## src/rtl/sram_tile_mover.sv

```systemverilog
// sram_tile_mover
//   Moves one TILE_H x TILE_W tile between SRAM and the IDCT dual-port
//   buffers.
//   Read mode (Mode=0): fetches 16-bit coefficients from SRAM and writes
//   them, sign-extended, into the coefficient buffer.
//   Write mode (Mode=1): reads result samples in pairs, clips them to
//   8 bits and writes one packed pixel pair per SRAM word.
//   Base address and row stride are free, so one engine serves the Y, U
//   and V planes at any block size.
//
// Build option:
//   SRAM_TILE_MOVER_CLIP_EN  defined   : samples saturate to 0..255
//                            undefined : samples are truncated to [7:0]
//
// Ports:
//   Clock, Resetn            system clock, asynchronous active-low reset
//   Start, Mode              start pulse (sampled in IDLE only), direction
//   Base_address, Row_stride SRAM position of element (0,0), words per row
//   Buf_base                 buffer address of element (0,0)
//   Busy, Done               operation in progress, completion pulse
//   SRAM_*                   SRAM address/data/write-enable (active low)
//   Buf_wr_*, Buf_we         coefficient buffer write port
//   Buf_rd_address_a/b       result buffer read addresses (even/odd sample)
//   Buf_read_data_a/b        result buffer read data, one cycle after address
//
// State      | meaning
// -----------+-------------------------------------------------------
// S_IDLE     | waiting for Start
// S_RD_ISSUE | one SRAM read address per cycle
// S_RD_DRAIN | waiting for the last read word to reach the buffer
// S_WR_ISSUE | one buffer read address pair per cycle
// S_WR_DRAIN | waiting for the last packed word to reach SRAM
// S_FINISH   | Done pulse
module sram_tile_mover #(
  parameter int ADDR_W      = 18,
  parameter int TILE_W      = 8,
  parameter int TILE_H      = 8,
  parameter int BUF_AW      = 7,
  parameter int SRAM_RD_LAT = 2
) (
  input  logic              Clock,
  input  logic              Resetn,
  input  logic              Start,
  input  logic              Mode,
  input  logic [ADDR_W-1:0] Base_address,
  input  logic [ADDR_W-1:0] Row_stride,
  input  logic [BUF_AW-1:0] Buf_base,
  output logic              Busy,
  output logic              Done,
  output logic [ADDR_W-1:0] SRAM_address,
  input  logic [15:0]       SRAM_read_data,
  output logic [15:0]       SRAM_write_data,
  output logic              SRAM_we_n,
  output logic [BUF_AW-1:0] Buf_wr_address,
  output logic [31:0]       Buf_write_data,
  output logic              Buf_we,
  output logic [BUF_AW-1:0] Buf_rd_address_a,
  output logic [BUF_AW-1:0] Buf_rd_address_b,
  input  logic [31:0]       Buf_read_data_a,
  input  logic [31:0]       Buf_read_data_b
);

  localparam int N_ELEM = TILE_W * TILE_H;
  localparam int N_WORD = N_ELEM / 2;
  localparam int CW     = BUF_AW + 1;

  localparam logic [CW-1:0] RD_LAST  = CW'(N_ELEM - 1);
  localparam logic [CW-1:0] WR_LAST  = CW'(N_WORD - 1);
  localparam logic [CW-1:0] RD_COLS  = CW'(TILE_W - 1);
  localparam logic [CW-1:0] WR_COLS  = CW'(TILE_W / 2 - 1);
  localparam logic [CW-1:0] RD_XFERS = CW'(N_ELEM);
  localparam logic [CW-1:0] WR_XFERS = CW'(N_WORD);

  typedef enum logic [2:0] {
    S_IDLE,
    S_RD_ISSUE,
    S_RD_DRAIN,
    S_WR_ISSUE,
    S_WR_DRAIN,
    S_FINISH
  } state_t;

  state_t state;

  logic [ADDR_W-1:0]      stride_q;
  logic [ADDR_W-1:0]      row_addr;
  logic [ADDR_W-1:0]      elem_addr;
  logic [ADDR_W-1:0]      word_addr_d;
  logic [CW-1:0]          col;
  logic [CW-1:0]          issue_left;
  logic [CW-1:0]          xfer_left;
  logic [BUF_AW-1:0]      wr_ptr;
  logic [SRAM_RD_LAT-1:0] rd_vld;
  logic                   wr_vld;

  logic              issue_rd;
  logic              issue_wr;
  logic              row_end;
  logic [CW-1:0]     col_last;
  logic [ADDR_W-1:0] next_row;
  logic [ADDR_W-1:0] next_elem;
  logic [7:0]        pix_a;
  logic [7:0]        pix_b;

  // In write mode the generator walks SRAM words (half a row of samples
  // per row), in read mode it walks samples.
  always_comb begin
    issue_rd  = (state == S_RD_ISSUE);
    issue_wr  = (state == S_WR_ISSUE);
    col_last  = issue_wr ? WR_COLS : RD_COLS;
    row_end   = (col == col_last);
    next_row  = row_end ? row_addr + stride_q : row_addr;
    next_elem = row_end ? row_addr + stride_q : elem_addr + ADDR_W'(1);
  end

`ifdef SRAM_TILE_MOVER_CLIP_EN
  function automatic logic [7:0] clip8(input logic [31:0] v);
    if (v[31])
      return 8'h00;
    else if (|v[30:8])
      return 8'hFF;
    else
      return v[7:0];
  endfunction

  assign pix_a = clip8(Buf_read_data_a);
  assign pix_b = clip8(Buf_read_data_b);
`else
  logic unused_hi;

  assign pix_a     = Buf_read_data_a[7:0];
  assign pix_b     = Buf_read_data_b[7:0];
  assign unused_hi = ^{Buf_read_data_a[31:8], Buf_read_data_b[31:8]};
`endif

  always_ff @(posedge Clock or negedge Resetn) begin
    if (!Resetn) begin
      state            <= S_IDLE;
      Busy             <= 1'b0;
      Done             <= 1'b0;
      SRAM_address     <= '0;
      SRAM_write_data  <= '0;
      SRAM_we_n        <= 1'b1;
      Buf_wr_address   <= '0;
      Buf_write_data   <= '0;
      Buf_we           <= 1'b0;
      Buf_rd_address_a <= '0;
      Buf_rd_address_b <= '0;
      stride_q         <= '0;
      row_addr         <= '0;
      elem_addr        <= '0;
      word_addr_d      <= '0;
      col              <= '0;
      issue_left       <= '0;
      xfer_left        <= '0;
      wr_ptr           <= '0;
      rd_vld           <= '0;
      wr_vld           <= 1'b0;
    end else begin
      Done      <= 1'b0;
      Buf_we    <= 1'b0;
      SRAM_we_n <= 1'b1;

      // rd_vld tracks each issued read through the SRAM latency; the top
      // bit marks the cycle in which that word is on SRAM_read_data.
      rd_vld      <= (rd_vld << 1) | SRAM_RD_LAT'(issue_rd);
      // Buffer read data lags the address by one cycle, so the SRAM word
      // address rides one register behind the generator.
      wr_vld      <= issue_wr;
      word_addr_d <= elem_addr;

      if (rd_vld[SRAM_RD_LAT-1]) begin
        Buf_we         <= 1'b1;
        Buf_wr_address <= wr_ptr;
        Buf_write_data <= {{16{SRAM_read_data[15]}}, SRAM_read_data};
        wr_ptr         <= wr_ptr + BUF_AW'(1);
        xfer_left      <= xfer_left - CW'(1);
      end

      if (wr_vld) begin
        SRAM_we_n       <= 1'b0;
        SRAM_address    <= word_addr_d;
        SRAM_write_data <= {pix_a, pix_b};
        xfer_left       <= xfer_left - CW'(1);
      end

      case (state)
        S_IDLE: begin
          if (Start) begin
            Busy             <= 1'b1;
            stride_q         <= Row_stride;
            row_addr         <= Base_address;
            elem_addr        <= Base_address;
            col              <= '0;
            wr_ptr           <= Buf_base;
            Buf_rd_address_a <= Buf_base;
            Buf_rd_address_b <= Buf_base + BUF_AW'(1);
            if (Mode) begin
              issue_left <= WR_LAST;
              xfer_left  <= WR_XFERS;
              state      <= S_WR_ISSUE;
            end else begin
              issue_left   <= RD_LAST;
              xfer_left    <= RD_XFERS;
              SRAM_address <= Base_address;
              state        <= S_RD_ISSUE;
            end
          end
        end

        S_RD_ISSUE: begin
          if (issue_left == '0) begin
            state <= S_RD_DRAIN;
          end else begin
            issue_left   <= issue_left - CW'(1);
            elem_addr    <= next_elem;
            row_addr     <= next_row;
            col          <= row_end ? '0 : col + CW'(1);
            SRAM_address <= next_elem;
          end
        end

        S_WR_ISSUE: begin
          if (issue_left == '0) begin
            state <= S_WR_DRAIN;
          end else begin
            issue_left       <= issue_left - CW'(1);
            elem_addr        <= next_elem;
            row_addr         <= next_row;
            col              <= row_end ? '0 : col + CW'(1);
            Buf_rd_address_a <= Buf_rd_address_a + BUF_AW'(2);
            Buf_rd_address_b <= Buf_rd_address_b + BUF_AW'(2);
          end
        end

        // The transfer counter reaches zero on the last transfer, so the
        // cycle showing that transfer is the one before Done.
        S_RD_DRAIN: begin
          if (Buf_we && (xfer_left == '0)) begin
            Busy  <= 1'b0;
            Done  <= 1'b1;
            state <= S_FINISH;
          end
        end

        S_WR_DRAIN: begin
          if (!SRAM_we_n && (xfer_left == '0)) begin
            Busy  <= 1'b0;
            Done  <= 1'b1;
            state <= S_FINISH;
          end
        end

        S_FINISH: state <= S_IDLE;

        default: state <= S_IDLE;
      endcase
    end
  end

endmodule
```

## config.mk

```make
export PLATFORM = sky130hd
export DESIGN_NAME = sram_tile_mover
export DESIGN_NICKNAME = d
export VERILOG_FILES = /design/src/rtl/sram_tile_mover.sv
export SDC_FILE = /design/constraint.sdc
export NUM_CORES = 1
export LEC_CHECK = 0
export CORE_AREA = 3 3 116 173
export DETAILED_ROUTE_END_ITERATION = 7
export DIE_AREA = 0 0 119 176
export GPL_ROUTABILITY_DRIVEN = 0
export MAX_ROUTING_LAYER = met4
export PLACE_DENSITY = 0.8
export SYNTH_ARGS = -nofsm -noshare
export SYNTH_HDL_FRONTEND = slang
export SYNTH_SLANG_ARGS = --single-unit
```

## constraint.sdc

```tcl
create_clock -name Clock -period 3.4 [get_ports Clock]
set_input_delay 0.68 -clock Clock [delete_from_list [all_inputs] [get_ports Clock]]
set_output_delay 0.68 -clock Clock [all_outputs]
set_load 0.02 [all_outputs]
```

==> results.md <==
- Run status: finished clean
- Post-Place Cells: 1,379
- Setup_tns: 0 ns
- Post-synthesis average cell area: 9.607 um2
- Crit path buf inv count: 0
- Iteration count of the initial detailed-routing pass: 6
- Total Die Area: 20,940 um2
- Launch point of the critical path: issue_left[3]$_DFFE_PN0P_
- Max-cap violations: 0
- Worst Tran Pin Value: 0.8841 ns
- Clock buffer depth: 2
- Number of flops mapped to enable cells by yosys: 0
- Antenna viol nets, final: 0
- Number of resized instances in the post-cts repair step: 0
- Least setup slack across all paths after layout: 0.4597 ns
- Number of nets at the end of the flow: 1,299
- Count of final setup violators: 0
- Sort of element at the end of the critical path: flip-flop
- Clock-pin slew reported for the worst setup and hold paths after clock tree synthesis: 0.07 ns
- Share of synthesized registers carrying an async set or reset: 1.000
- Kind of path behind the tightest hold check: input port to asynchronous set/reset pin
- Final period util: 0.8648
- Max-slew headroom: 0.4106
- Final instance count without filler cells: 1,409
- Clock latency on the worst-skew pair: 0.44 ns
- Average routed wire per standard cell: 17.50 um
- Number of antenna repair diodes: 0
- Number of design-rule violations left by the first detailed-router iteration: 600
- Vias after detailed routing: 7,962
- Type of element launching the critical path: flip-flop
- I/O pins: 218
- Post-layout instance area: 12,030 um2
- Number of failing hold endpoints at the final stage: 0
- Share of layout cells above drive strength 1: 0.1054
- Category of cells accounting for the largest share of critical-path delay: simple AND/OR/NAND/NOR gates
- Cells along the critical path: or4_4 -> or4b_1 -> nand2_2 -> nand2_1 -> nand4_1 -> xor2_1 -> nor2_1
- Master cell of the clock root buffer: sky130_fd_sc_hd__clkbuf_16
- Cell Area, Placed: 11,450 um2
- Effective utilization at floorplan: 0.5055
- Chip Width: 119 um
- Highest achievable clock rate: 340.1 MHz
- Total of warnings raised by yosys: 0
- Final wirelength: 24,650 um
- Via density: 5.651
- Number of global-route vias before repair: 7,974
- Total count of max-transition violations in the final report: 0
- Overall Global Routing Usage: 0.2458
- Crit-path max cell delay: 0.57 ns
- Global-route wire length before repair: 40,250 um
- Power density cells: 365.8 nW/um2
- Number of setup buffers added after CTS: 0
- CTS buffer count: 17
- Number of antenna violations at the first check in global routing: 0
- Sequential cell area fraction in the yosys report: 0.4872
- Maximum VDD drop: 0.0002472 V
- Overflow after GRT: 0
- Most frequently used flop master after synthesis: sky130_fd_sc_hd__dfrtp_1
- Setup Skew: 0.01019 ns
- DRC: 0
- Max FO, Critical Path: 15
- Routed length on met2: 12,840 um
- Met1 WL: 9449 um
- Count of state elements after synthesis: 184
- Layout overhead on the synthesized area: 27.31%
- Net count of the mapped netlist: 1,137
- Number of clock sinks: 184
- Amount of wire on met3 after detailed routing: 1507 um
- Vert. Die Dim: 176 um
- Clock tree from TritonCTS: yes
- Slowest stage cell on the critical path: sky130_fd_sc_hd__or4_4
- Startpoint-to-endpoint class of the critical path: flip-flop to flip-flop
- Startpoint of the most critical register-to-register path: issue_left[3]$_DFFE_PN0P_
- Critical path data arrival time: 3.26 ns
- Final HPWL from detailed placement: 17,830 um
- Total of buffers placed on input and output ports: 169
- Top layer in use: met4
- H-Tree Level Count: 4
- Overall power: 4.402 mW
- Unrepaired setup endpoints after global routing: no
- Post-placement setup slack: 0.5234 ns
- Static leakage: 5.369 nW
- Number of distinct library cells after synthesis: 64
- Standard-cell row count: 61
- Synthesized netlist cell count: 984
- Crit path required time: 3.72 ns
- Number of hold buffers added after cts: 0
- Area of the core: 18,700 um2
- Largest net degree at the start of global routing: 63
- Netlist area before placement: 9453 um2
- Final critical delay including setup and external delays: 2.940 ns
-- routing by layer --
metal	up-vias	global-route usage
met4	0	0.1034
li1	3769	-
met3	68	0.04167
met2	340	0.4282
met5	-	-
met1	3785	0.2792
-- sequential cells by signal (all words and copies together) (netlist names), 8 cells and up --
| signal | flops |
|---|---|
| Buf_write_data | 16 |
| SRAM_address | 18 |
| SRAM_write_data | 16 |
| col | 8 |
| elem_addr | 18 |
| issue_left | 8 |
| row_addr | 18 |
| stride_q | 18 |
| word_addr_d | 18 |
| xfer_left | 8 |
-- cells in the mapped netlist (2+ instances only) --
cell	n	share of area
sky130_fd_sc_hd__nor3_1	23	0.012
sky130_fd_sc_hd__clkbuf_1	26	0.010
sky130_fd_sc_hd__or3_1	3	0.0020
sky130_fd_sc_hd__o211ai_1	6	0.0048
sky130_fd_sc_hd__inv_1	19	0.0075
sky130_fd_sc_hd__and2_1	4	0.0026
sky130_fd_sc_hd__mux2_2	46	0.055
sky130_fd_sc_hd__mux2i_1	16	0.017
sky130_fd_sc_hd__buf_4	17	0.014
sky130_fd_sc_hd__o21ai_1	2	0.0011
sky130_fd_sc_hd__a21o_1	9	0.0071
sky130_fd_sc_hd__o21bai_1	3	0.0024
sky130_fd_sc_hd__a31oi_1	10	0.0066
sky130_fd_sc_hd__a21oi_1	72	0.038
sky130_fd_sc_hd__xor2_1	25	0.023
sky130_fd_sc_hd__or4b_1	3	0.0032
sky130_fd_sc_hd__nor4_1	3	0.0020
sky130_fd_sc_hd__nand3_1	25	0.013
sky130_fd_sc_hd__o221ai_1	7	0.0065
sky130_fd_sc_hd__and3_1	15	0.0099
sky130_fd_sc_hd__a211oi_1	5	0.0040
sky130_fd_sc_hd__a21boi_0	4	0.0032
sky130_fd_sc_hd__nor3b_1	4	0.0032
sky130_fd_sc_hd__o21a_1	7	0.0056
sky130_fd_sc_hd__a22oi_1	8	0.0064
sky130_fd_sc_hd__buf_2	10	0.0053
sky130_fd_sc_hd__a221o_1	4	0.0042
sky130_fd_sc_hd__nor2b_1	3	0.0020
sky130_fd_sc_hd__buf_1	4	0.0016
sky130_fd_sc_hd__dfrtp_1	183	0.48
sky130_fd_sc_hd__nand2_2	2	0.0013
sky130_fd_sc_hd__nand2_1	135	0.054
sky130_fd_sc_hd__xnor2_1	33	0.031
sky130_fd_sc_hd__nand4_1	11	0.0073
sky130_fd_sc_hd__o22ai_1	10	0.0066
sky130_fd_sc_hd__o21ai_0	77	0.041
sky130_fd_sc_hd__nor2_1	97	0.039
sky130_fd_sc_hd__nand2b_1	3	0.0020
sky130_fd_sc_hd__ha_1	25	0.033
-- final timing paths --
check | end | cells after the start | slack, ns
max in group asynchronous | SRAM_we_n$_DFF_PN1_ | 2 | 2.32
hold reg to reg | rd_vld[1]$_DFF_PN0_ | 0 | 0.36
min in group Clock | rd_vld[1]$_DFF_PN0_ | 0 | 0.36
setup reg to reg | col[6]$_DFFE_PN0P_ | 7 | 0.46
setup / recovery | col[6]$_DFFE_PN0P_ | 7 | 0.46
hold / removal | elem_addr[2]$_DFFE_PN0P_ | 1 | 0.23
-- report_power, final --
part / internal (mW) / leakage (nW) / total (mW) / switching [mW]
clock network: 1.15 / 0.281 / 1.96 / 0.805
logic: 0.130 / 2.73 / 0.241 / 0.111
registers: 2.20 / 2.36 / 2.21 / 0.00631
-- worst reg2reg max path, cell delays in order, from the launching register on --
cell and delay [ns]:
sky130_fd_sc_hd__dfrtp_1 0.41, sky130_fd_sc_hd__or4_4 0.57, sky130_fd_sc_hd__or4b_1 0.54, sky130_fd_sc_hd__nand2_2 0.27, sky130_fd_sc_hd__nand2_1 0.49, sky130_fd_sc_hd__nand4_1 0.30
sky130_fd_sc_hd__xor2_1 0.19, sky130_fd_sc_hd__nor2_1 0.06
-- placed cells by master, fill, tap and decap left out, types with 23 or more instances in the layout --
cell type,instances
sky130_fd_sc_hd__a21oi_1,72
sky130_fd_sc_hd__buf_4,29
sky130_fd_sc_hd__clkdlybuf4s50_1,168
sky130_fd_sc_hd__dfrtp_1,182
sky130_fd_sc_hd__ha_1,25
sky130_fd_sc_hd__mux2_2,46
sky130_fd_sc_hd__nand2_1,135
sky130_fd_sc_hd__nand3_1,25
sky130_fd_sc_hd__nor2_1,96
sky130_fd_sc_hd__nor3_1,23
sky130_fd_sc_hd__o21ai_0,77
sky130_fd_sc_hd__xnor2_1,33
sky130_fd_sc_hd__xor2_1,25
-- stage by stage --
stage	hold slack, ns	utilization
after CTS	0.2449	0.6436
after global routing	0.2625	0.6436
final	0.2259	0.6436
after global placement	0.3343	0.6124
after detailed placement	0.3477	0.6124
after floorplan	0.3312	-
-- kinds of logic (layout without fill, tap and decap cells) --
kind of cell / Yosys count / after routing / share of synthesized area
muxes: 62 / 62 / 0.07174
buffers and inverters: 78 / 251 / 0.03997
DFF: 184 / 184 / 0.4872
xor gates and xnor gates: 58 / 58 / 0.05374
and+or+nand+nor: 341 / 341 / 0.1635
AOI/OAI and AO/OA: 235 / 235 / 0.1486
adders and majority gates: 26 / 26 / 0.03521
-- area by class of cell --
type / count / area [um2]
multi-input cells: 722 / 4483
well taps: 252 / 315.3
repair buffers: 201 / 1971
clock inverters: 7 / 93.84
inverters: 20 / 76.32
clock buffers: 23 / 488.0
flip-flops and latches: 184 / 4607
fillers: 1475 / 6665
Note: power is estimated with default switching activity, not from simulation.
